[src/rtl/fixed_point_pkg.sv]
// Signed Q8.8 fixed-point type with saturating add/sub/divide helpers.
// All arithmetic clamps to the representable range instead of wrapping.
package fixed_point_pkg;
  localparam int FP_W    = 16;
  localparam int FP_FRAC = 8;

  typedef logic signed [FP_W-1:0] sfp;

  localparam sfp ONE     = 16'sd256;
  localparam sfp HALF    = 16'sd128;
  localparam sfp EPSILON = 16'sd1;
  localparam sfp FP_MAX  = 16'sh7fff;
  localparam sfp FP_MIN  = 16'sh8000;

  function automatic sfp sfp_sat(input logic signed [31:0] x);
    if (x > 32'sd32767) return FP_MAX;
    if (x < -32'sd32768) return FP_MIN;
    return x[FP_W-1:0];
  endfunction

  function automatic sfp sfp_add(input sfp a, input sfp b);
    logic signed [31:0] s;
    s = {{16{a[15]}}, a} + {{16{b[15]}}, b};
    return sfp_sat(s);
  endfunction

  function automatic sfp sfp_sub(input sfp a, input sfp b);
    logic signed [31:0] s;
    s = {{16{a[15]}}, a} - {{16{b[15]}}, b};
    return sfp_sat(s);
  endfunction

  // Quotient truncates toward zero; a zero divisor clamps high rather than producing X.
  function automatic sfp sfp_div(input sfp n, input sfp d);
    logic signed [31:0] num;
    logic signed [31:0] den;
    if (d == '0) return FP_MAX;
    num = {{8{n[15]}}, n, 8'h00};
    den = {{16{d[15]}}, d};
    return sfp_sat(num / den);
  endfunction
endpackage

[src/rtl/training_monitor_pkg.sv]
// Shared state encoding and saturation bound for the training monitor.
package training_monitor_pkg;
  typedef enum logic [1:0] {RUN, DRAIN, DONE} monitor_state_e;

  localparam fixed_point_pkg::sfp SFP_MAX = fixed_point_pkg::FP_MAX;
endpackage

[src/rtl/bce_grad_pipe.sv]
// Two-stage binary cross-entropy output-gradient datapath with valid tracking.
// Stage 1 forms both quotients, stage 2 combines them into the gradient.
module bce_grad_pipe
  import fixed_point_pkg::*;
  import training_monitor_pkg::*;
(
  input  logic clk,
  input  logic rst_n,
  input  logic in_vld,
  input  sfp   prediction,
  input  sfp   expected,
  output logic grad_valid,
  output sfp   grad,
  output logic busy
);
  sfp   p_eps;
  sfp   q0_p1_d, q0_p1_q, q1_p1_d, q1_p1_q;
  sfp   grad_p2_d, grad_p2_q;
  logic vld_p1_d, vld_p1_q, vld_p2_d, vld_p2_q;

  always_comb begin
    p_eps     = sfp_add(prediction, EPSILON);
    q0_p1_d   = (p_eps == '0) ? SFP_MAX : sfp_div(expected, p_eps);
    q1_p1_d   = (p_eps == ONE) ? SFP_MAX
                               : sfp_div(sfp_sub(ONE, expected), sfp_sub(ONE, p_eps));
    vld_p1_d  = in_vld;
    vld_p2_d  = vld_p1_q;
    grad_p2_d = vld_p1_q ? sfp_sub(sfp'(0), sfp_sub(q0_p1_q, q1_p1_q)) : grad_p2_q;
  end

  // Stage 1 boundary: quotient registers load only on an accepted sample
  always_ff @(posedge clk) begin
    if (in_vld) begin
      q0_p1_q <= q0_p1_d;
      q1_p1_q <= q1_p1_d;
    end
  end

  // Stage 2 boundary: gradient and valids; reset discards anything in flight
  always_ff @(posedge clk or negedge rst_n) begin
    if (!rst_n) begin
      vld_p1_q  <= 1'b0;
      vld_p2_q  <= 1'b0;
      grad_p2_q <= '0;
    end else begin
      vld_p1_q  <= vld_p1_d;
      vld_p2_q  <= vld_p2_d;
      grad_p2_q <= grad_p2_d;
    end
  end

  assign grad_valid = vld_p2_q;
  assign grad       = grad_p2_q;
  assign busy       = vld_p1_q | vld_p2_q;
endmodule

[src/rtl/training_monitor.sv]
// Training monitor: BCE gradient return, per-epoch scoring and convergence/stop control.
// Optional MONITOR_LOSS_ACC_EN adds loss_acc/loss_epoch (|grad| accumulated per epoch).
module training_monitor
  import fixed_point_pkg::*;
  import training_monitor_pkg::*;
#(
  parameter int SAMPLES_PER_EPOCH = 4,
  parameter int MAX_EPOCHS        = 10,
  parameter int CONVERGE_EPOCHS   = 2
) (
  input  logic clk,
  input  logic rst_n,
  input  logic sample_valid,
  output logic sample_ready,
  input  sfp   prediction,
  input  sfp   expected,
  output logic grad_valid,
  output sfp   grad,
  output logic [15:0] epoch,
  output logic [$clog2(SAMPLES_PER_EPOCH+1)-1:0] correct_count,
  output logic epoch_done,
  output logic converged,
`ifdef MONITOR_LOSS_ACC_EN
  output sfp   loss_acc,
  output sfp   loss_epoch,
`endif
  output logic stop
);
  localparam int CNT_W = $clog2(SAMPLES_PER_EPOCH + 1);
  localparam int STK_W = $clog2(CONVERGE_EPOCHS + 1);

  monitor_state_e   state_q, state_d;
  logic [CNT_W-1:0] sample_cnt_q, sample_cnt_d;
  logic [CNT_W-1:0] correct_count_q, correct_count_d;
  logic [STK_W-1:0] streak_q, streak_d;
  logic [15:0]      epoch_q, epoch_d;
  logic epoch_done_q, epoch_done_d, converged_q, converged_d, stop_q, stop_d;
  logic accept, correct_now, close, full, conv_hit, max_hit, pipe_busy;

  bce_grad_pipe u_pipe (
    .clk        (clk),
    .rst_n      (rst_n),
    .in_vld     (accept),
    .prediction (prediction),
    .expected   (expected),
    .grad_valid (grad_valid),
    .grad       (grad),
    .busy       (pipe_busy)
  );

  always_comb begin
    accept       = sample_valid && sample_ready;
    correct_now  = (prediction > HALF) == (expected > HALF);
    close        = accept && (sample_cnt_q == CNT_W'(SAMPLES_PER_EPOCH - 1));
    sample_cnt_d = sample_cnt_q;
    if (accept) sample_cnt_d = close ? '0 : sample_cnt_q + CNT_W'(1);
    // The score shown with epoch_done clears one cycle later
    correct_count_d = epoch_done_q ? '0 : correct_count_q;
    if (accept && correct_now) correct_count_d = correct_count_d + CNT_W'(1);
    full         = correct_count_d == CNT_W'(SAMPLES_PER_EPOCH);
    conv_hit     = close && full && (streak_q + STK_W'(1) == STK_W'(CONVERGE_EPOCHS));
    max_hit      = close && (epoch_q + 16'd1 == 16'(MAX_EPOCHS));
    streak_d     = streak_q;
    if (close) streak_d = full ? streak_q + STK_W'(1) : '0;
    epoch_d      = close ? epoch_q + 16'd1 : epoch_q;
    epoch_done_d = close;
    converged_d  = converged_q | conv_hit;
    stop_d       = stop_q | conv_hit | max_hit;
  end

  always_comb begin
    state_d = state_q;
    unique case (state_q)
      RUN:     if (conv_hit || max_hit) state_d = DRAIN;
      DRAIN:   if (!pipe_busy) state_d = DONE;
      DONE:    state_d = DONE;
      default: state_d = RUN;
    endcase
  end

  always_comb begin
    sample_ready = rst_n && (state_q == RUN);
  end

  always_ff @(posedge clk or negedge rst_n) begin
    if (!rst_n) begin
      state_q         <= RUN;
      sample_cnt_q    <= '0;
      correct_count_q <= '0;
      streak_q        <= '0;
      epoch_q         <= '0;
      epoch_done_q    <= 1'b0;
      converged_q     <= 1'b0;
      stop_q          <= 1'b0;
    end else begin
      state_q         <= state_d;
      sample_cnt_q    <= sample_cnt_d;
      correct_count_q <= correct_count_d;
      streak_q        <= streak_d;
      epoch_q         <= epoch_d;
      epoch_done_q    <= epoch_done_d;
      converged_q     <= converged_d;
      stop_q          <= stop_d;
    end
  end

  assign epoch         = epoch_q;
  assign correct_count = correct_count_q;
  assign epoch_done    = epoch_done_q;
  assign converged     = converged_q;
  assign stop          = stop_q;

`ifdef MONITOR_LOSS_ACC_EN
  sfp loss_acc_q, loss_acc_d, loss_epoch_q, loss_epoch_d, grad_abs;

  always_comb begin
    grad_abs     = grad[15] ? sfp_sub(sfp'(0), grad) : grad;
    loss_acc_d   = loss_acc_q;
    loss_epoch_d = loss_epoch_q;
    if (epoch_done_q) begin
      loss_epoch_d = loss_acc_q;
      loss_acc_d   = '0;
    end
    if (grad_valid) loss_acc_d = sfp_add(loss_acc_d, grad_abs);
  end

  always_ff @(posedge clk or negedge rst_n) begin
    if (!rst_n) begin
      loss_acc_q   <= '0;
      loss_epoch_q <= '0;
    end else begin
      loss_acc_q   <= loss_acc_d;
      loss_epoch_q <= loss_epoch_d;
    end
  end

  assign loss_acc   = loss_acc_q;
  assign loss_epoch = loss_epoch_q;
`else
  // Default build carries no loss accumulator.
`endif
endmodule

[config.mk]
export PLATFORM = sky130hd
export DESIGN_NAME = training_monitor
export DESIGN_NICKNAME = d
export VERILOG_FILES = /design/src/rtl/fixed_point_pkg.sv /design/src/rtl/training_monitor_pkg.sv /design/src/rtl/bce_grad_pipe.sv /design/src/rtl/training_monitor.sv
export SDC_FILE = /design/constraint.sdc
export NUM_CORES = 2
export LEC_CHECK = 0
export ABC_AREA = 1
export BUFFER_PORTS_ARGS = -buffer_cell sky130_fd_sc_hd__buf_2
export CORE_AREA = 2 2 342 377
export CTS_BUF_LIST = sky130_fd_sc_hd__clkbuf_8
export DETAILED_ROUTE_END_ITERATION = 7
export DIE_AREA = 0 0 344 379
export PLACE_DENSITY = 0.69
export REMOVE_ABC_BUFFERS = 1
export SETUP_SLACK_MARGIN = 0.05
export SYNTH_ARGS = -nofsm -noshare
export SYNTH_HDL_FRONTEND = slang
export SYNTH_SLANG_ARGS = --single-unit
[constraint.sdc]
create_clock -name clk -period 8.7 [get_ports clk]
set_input_delay 0.87 -clock clk [delete_from_list [all_inputs] [get_ports clk]]
set_output_delay 0.87 -clock clk [all_outputs]
set_load 0.01 [all_outputs]
==> results of run 1 <==
synth_stat cells, drive strengths merged (97+ instances only):
cell   count
nand2   2558
inv     1414
ha      1077
a21oi   1057
nor2     922
o21ai    857
xor2     497
nand3    423
xnor2    348
or2      133
buf      125
nor3     117
nand4    102
a21o      97
metrics by stage:
step                      hold slack [ns]  instance area, sq um  instances  util (%)   TNS, ns
after global placement              0.448                 91800      15900      72.6  -2222.42
after detailed placement            0.450                 91800      15900      72.6  -2318.94
after CTS                           0.479                 98000      16300      77.5  -2098.93
after floorplan                     0.453                 61600      10500         -  -2652.59
layer usage:
metal	overflow	global-route usage (%)
met3	0	28.0
met5	1	17.0
met1	0	55.6
met4	1	42.6
met2	3	75.5
repair_timing:
action	4_1_cts
gates resized for setup	707
buffers inserted	454
cloned	7
endpoints found under the hold margin	0
pin swaps	352
setup endpoints to repair	32
logic make-up after synthesis:
family / after synthesis
AOI/OAI and AO/OA: 2392
xor gates and xnor gates: 845
adders and majority gates: 1080
buffers and inverters: 1641
DFF: 79
muxes: 8
other: 2
and+or+nand+nor: 4351
==> out/summary.md, run 1 <==
Routability-driven placement finished with a final weighted congestion of 1.01. The synthesized area per cell works out to 5.93 sq um. The synthesized netlist devotes 12.0% of its cell area to XOR and XNOR gates.

Buffer depth of the longest clock path: 2. After synthesis, flip-flops and latches occupy 3.47% of the total area. The die is 344 um wide.

The combinational family with the most area after synthesis was simple AND/OR/NAND/NOR gates. The complex-gate fraction of the synthesized area works out to 22.1%. Post-synthesis cell type with the largest combined area: sky130_fd_sc_hd__ha_1.

The total congestion overflow is 5. For the count of clock tree sinks, the log shows 79. The tool reported: "[ERROR GRT-0232] Routing congestion too high. Check the congestion heatmap in the GUI". Counting flops with a built-in enable in the synthesized netlist gives 32. The run gives 9 as the number of buffers created by CTS. In the synthesized netlist, mux cells make up 0.134% of the area. The run stopped with a tool error. The number of top-level pins was 75; the count of mapped cells out of synthesis was 10400. Yosys mapped the design onto 87 distinct sky130hd cell types. The global-route repair_timing pass left the worst setup endpoint at u_pipe.q0_p1_q[11]$_SDFFCE_PP1P_/D.

The cell sitting at the root of the clock tree is a sky130_fd_sc_hd__clkbuf_8. In this run, synthesis produced a sequential element count of 79. For the count of synthesis-stage warnings from yosys, the log shows 0. Summed over its instances, the top area cell type makes up 21.9% of the synthesized netlist area. The count of buffers added on input and output ports is 74.

After synthesis, the cell types taking the most area are sky130_fd_sc_hd__ha_1, sky130_fd_sc_hd__nand2_1, sky130_fd_sc_hd__a21oi_1. The estimated wirelength of the detail-placed design was 193000 um; the die outline height was 379 um. Most common flop cell mapped by yosys: sky130_fd_sc_hd__dfrtp_1.

The overall fraction of global-route tracks in use was 52.6%. The tools report the terminating stage of the flow as global routing (5_1_grt). Once the floorplan was initialized, standard cells occupied 48.7% of the core. After the last repair the worst path ends at a register input. Summing the areas of all and, or, nand and nor instances in the mapped netlist gives 29.8% of the synthesized area. For this run, asynchronously set or reset flops after synthesis account for 59.5%. The maximum level of the CTS H-tree came out at 3. The logs give 0 for the hold buffer count at CTS and 61600 sq um for the cell area after synthesis.

In this run the core area contains 137 standard-cell rows. For the worst setup slack after placement, the log shows -73.94 ns. The synthesized-area fraction occupied by adder cells is 22.0%, and the largest net degree at the start of global routing is 49.
==> inputs of run 2 (changes only) <==
--- a/config.mk
+++ b/config.mk
@@ -7,13 +7,11 @@
 export LEC_CHECK = 0
 export ABC_AREA = 1
 export BUFFER_PORTS_ARGS = -buffer_cell sky130_fd_sc_hd__buf_2
-export CORE_AREA = 2 2 342 377
-export CTS_BUF_LIST = sky130_fd_sc_hd__clkbuf_8
+export CORE_AREA = 2 2 429 431
 export DETAILED_ROUTE_END_ITERATION = 7
-export DIE_AREA = 0 0 344 379
-export PLACE_DENSITY = 0.69
+export DIE_AREA = 0 0 431 433
+export PLACE_DENSITY_LB_ADDON = 0.15
 export REMOVE_ABC_BUFFERS = 1
-export SETUP_SLACK_MARGIN = 0.05
 export SYNTH_ARGS = -nofsm -noshare
 export SYNTH_HDL_FRONTEND = slang
 export SYNTH_SLANG_ARGS = --single-unit
==> out/summary.md, run 2 <==
The run finished, with violations left. The final reports fail on setup timing. The core region area was 182000 sq um; the buffer depth of the longest clock path was 2.

The routability congestion estimate from global placement was 0.930. The synthesized design spends more area on one cell type than any other, namely sky130_fd_sc_hd__ha_1. The wire length on met1 is 113000 um. Endpoint kind of the worst setup timing path: a flop. The tools report the maximum level of the CTS H-tree as 3. Setup repair after global routing could not meet its margin everywhere. The transition time at the pin with the least slew margin is 0.933 ns, and the initial DRC count is 4056.

Detailed routing placed a total of 6840 um of wire on met3. The die covers 187000 sq um. The share of flip-flops with an asynchronous set or reset is 59.5%.

In this run, synthesis inferred 32 flip-flops with an integrated enable. The most common flop cell mapped by yosys was sky130_fd_sc_hd__dfrtp_1. The run gives 0 as the DRC violation count after routing.

Leaving out fill and tap cells, the most frequent cell in the layout is sky130_fd_sc_hd__buf_4. Entering global routing, the biggest net connects 49 pins. The slack of the critical path is -66.00 ns, and the count of clock tree sinks is 79.

The number of standard cells in the final layout excluding fillers was 17800. Area fraction of the dominant cell type after synthesis: 21.9%. Source of the worst register-to-register timing path: u_pipe.q1_p1_q[2]$_SDFFCE_PP1P_.

The tools report the count of fill cells added during filler insertion as 16500. The die outline height works out to 433 um. Launch point of the worst path: prediction[5]. The worst setup path endpoint was u_pipe.q0_p1_q[10]$_SDFFCE_PP1P_. Across every metal layer, demand over resource in global routing totals 26.5%.

Cell with the biggest individual delay on the critical path: sky130_fd_sc_hd__or4_4. The number of placed instances, taps included came out at 16900. The critical path is of the in -> reg type. TritonCTS built the clock tree. Relative area change from synthesis to final layout: 81.3%. For this run, the detailed router's first-pass iteration total came to 7. The run gives 84600 as the via count of the first global-routing pass. After the last flow step, the layout net total stands at 16500.

For this design the top-level I/O count stands at 75. The hold violation count in the final report was 0; the number of library cell types mapped by synthesis was 87. The HPWL after detailed placement is 202000 um. In this run the tightest slew margin relative to its limit is 37.6%.

Averaged over all synthesized cells, the footprint is 5.93 sq um. After detailed routing, the met2 layer carries 137000 um of wire. The tools report the number of buffers created by CTS as 9. The worst setup path is launched from an input pin. Sorting the synthesized cells by how often they occur yields sky130_fd_sc_hd__nand2_1, sky130_fd_sc_hd__inv_1, sky130_fd_sc_hd__ha_1, sky130_fd_sc_hd__a21oi_1, sky130_fd_sc_hd__nor2_1. Detailed routing inserted a total of 86900 vias.

The tools report the global-route wire length before repair as 412000 um. The worst register-to-register path ends at u_pipe.grad[13]$_DFFE_PN0P_. Dividing the detail-routed via count by the number of cells gives 4.88.

The tree is rooted in a sky130_fd_sc_hd__clkbuf_16. The logs give 61600 sq um for the cell area after synthesis and 0 for the residual antenna-violating net count after detailed routing. The clock transition time at the flip-flop clock pins of the worst setup and hold paths is 0.07 ns, and the final setup violation count is 32. The setup clock skew after layout was 0.0110 ns; the total wirelength of the detailed-routed design was 268000 um.

Counting cells, the worst reg-to-reg path comes to 38. The class of the tightest hold or removal check is reg -> reg. For flop-to-flop paths, the worst setup slack is 1.46 ns. In the layout the commonest cells are sky130_fd_sc_hd__buf_4, sky130_fd_sc_hd__nand2_1, sky130_fd_sc_hd__inv_1. Data arrives at the worst endpoint at 74.97 ns. Average wire per cell in the routed design: 15.1 um. The initial antenna violation count came out at 4. The hold buffer count at CTS is 0, and the row count is 157. The critical-path maximum fanout works out to 12. Data on the critical path is required at its endpoint by 8.97 ns. By area the synthesized netlist is led by sky130_fd_sc_hd__ha_1, sky130_fd_sc_hd__nand2_1, sky130_fd_sc_hd__a21oi_1.

After detailed routing, no signal wire sits above met4. The die span in x was 431 um; the count of synthesis-stage warnings from yosys was 0. Synthesis inferred 79 register bits. The worst path needs 74.70 ns of the cycle, external delays included.

After layout, the worst path uses 859% of the clock period. Once the floorplan was initialized, standard cells occupied 33.8% of the core. Buffers placed on the I/O ports in this run total 74. Sequential cells were found to cover 3.47% of the synthesized design area. The delay of the slowest cell on the worst path works out to 0.45 ns. For this run, the top clock speed supported by timing is 0.0134 GHz.

The cell that appears most often on the critical path is sky130_fd_sc_hd__nand2_2. The total overflow left after global routing is 0. At the later pin of the worst-skew pair, clock insertion delay measures 0.39 ns.

Across the run, the number of max-cap violations was 0. Number of max-slew violations in the final report: 0. The library cell with the highest instance count after synthesis was sky130_fd_sc_hd__nand2_1. The tools report the count of mapped cells out of synthesis as 10400. The fraction of final layout cells sized beyond drive strength 1 works out to 45.0%.
[run 2: cell counts after synthesis]
Identical to the previous run, type by type.
[run 2: worst max-delay path, delay by kind of cell]
kind	cells	cell delay, ns
AOI/OAI and AO/OA	205	29.84
and+or+nand+nor	233	22.68
buffers and inverters	140	12.05
adders and majority gates	33	8.75
xor gates and xnor gates	4	0.59
[run 2: metrics by stage]
step,hold WS [ns],util [%],area [sq um],TNS (ns),setup slack (ns)
4_1_cts,0.467,56.6,103000,-2104.13,-66.87
6_report,0.474,61.3,112000,-2101.00,-66.00
3_3_place_gp,0.453,52.1,94900,-2275.58,-73.24
3_5_place_dp,0.450,52.1,94900,-2326.48,-74.63
5_1_grt,0.506,61.3,112000,-2255.82,-71.37
2_1_floorplan,0.453,-,61600,-2652.59,-83.18
[run 2: timing repair]
item,4_1_cts,5_1_grt
resized for setup,874,1446
endpoints found under the setup margin,32,32
setup buffers,597,333
pin swaps,358,940
cloned,7,13
[run 2: layer usage]
metal | GRT usage, % | up-vias
met5 | 0 | -
li1 | - | 44400
met3 | 1.13 | 586
met1 | 30.8 | 40300
met2 | 50.7 | 1556
met4 | 9.96 | 0
[run 2: kinds of logic after synthesis]
kind of cell / count (synthesis) / synth area share, %
buf+inv: 1641 / 10.4
xor+xnor: 845 / 12.0
compound gates: 2392 / 22.1
flops: 79 / 3.47
mux: 8 / 0.134
simple gates: 4351 / 29.8
other cells: 2 / 0.0122
fa+ha+maj: 1080 / 22.0
[run 2: layout make-up]
class	count	area (sq um)	area share, %
Clock buffer	9	225	0.202
Sequential cell	79	2140	1.91
Timing Repair Buffer	4939	38100	34.1
Multi-Input combinational cell	8964	62700	56.1
Tap cell	2385	2980	2.67
Antenna cell	2	5.00	0.00448
Clock inverter	7	83.8	0.0751
Inverter	1433	5500	4.92
Timing Repair inverter	1	7.51	0.00672
[run 2: worst min path at each step]
stage	start	to	slack, ns	cells past startpoint
global placement	converged$_DFF_PN0_	converged$_DFF_PN0_	0.45	2
detailed placement	converged$_DFF_PN0_	converged$_DFF_PN0_	0.45	2
finish	stop$_DFF_PN0_	stop$_DFF_PN0_	0.47	1
CTS	converged$_DFF_PN0_	converged$_DFF_PN0_	0.47	2
global route	stop$_DFF_PN0_	stop$_DFF_PN0_	0.51	1
floorplan	sample_cnt_q[1]$_DFFE_PN0P_	sample_cnt_q[1]$_DFFE_PN0P_	0.45	2
Power of run 2 is left out: the tool's default activity adds up to more than one toggle a clock period on the data nets, which glitch-free logic cannot reach.
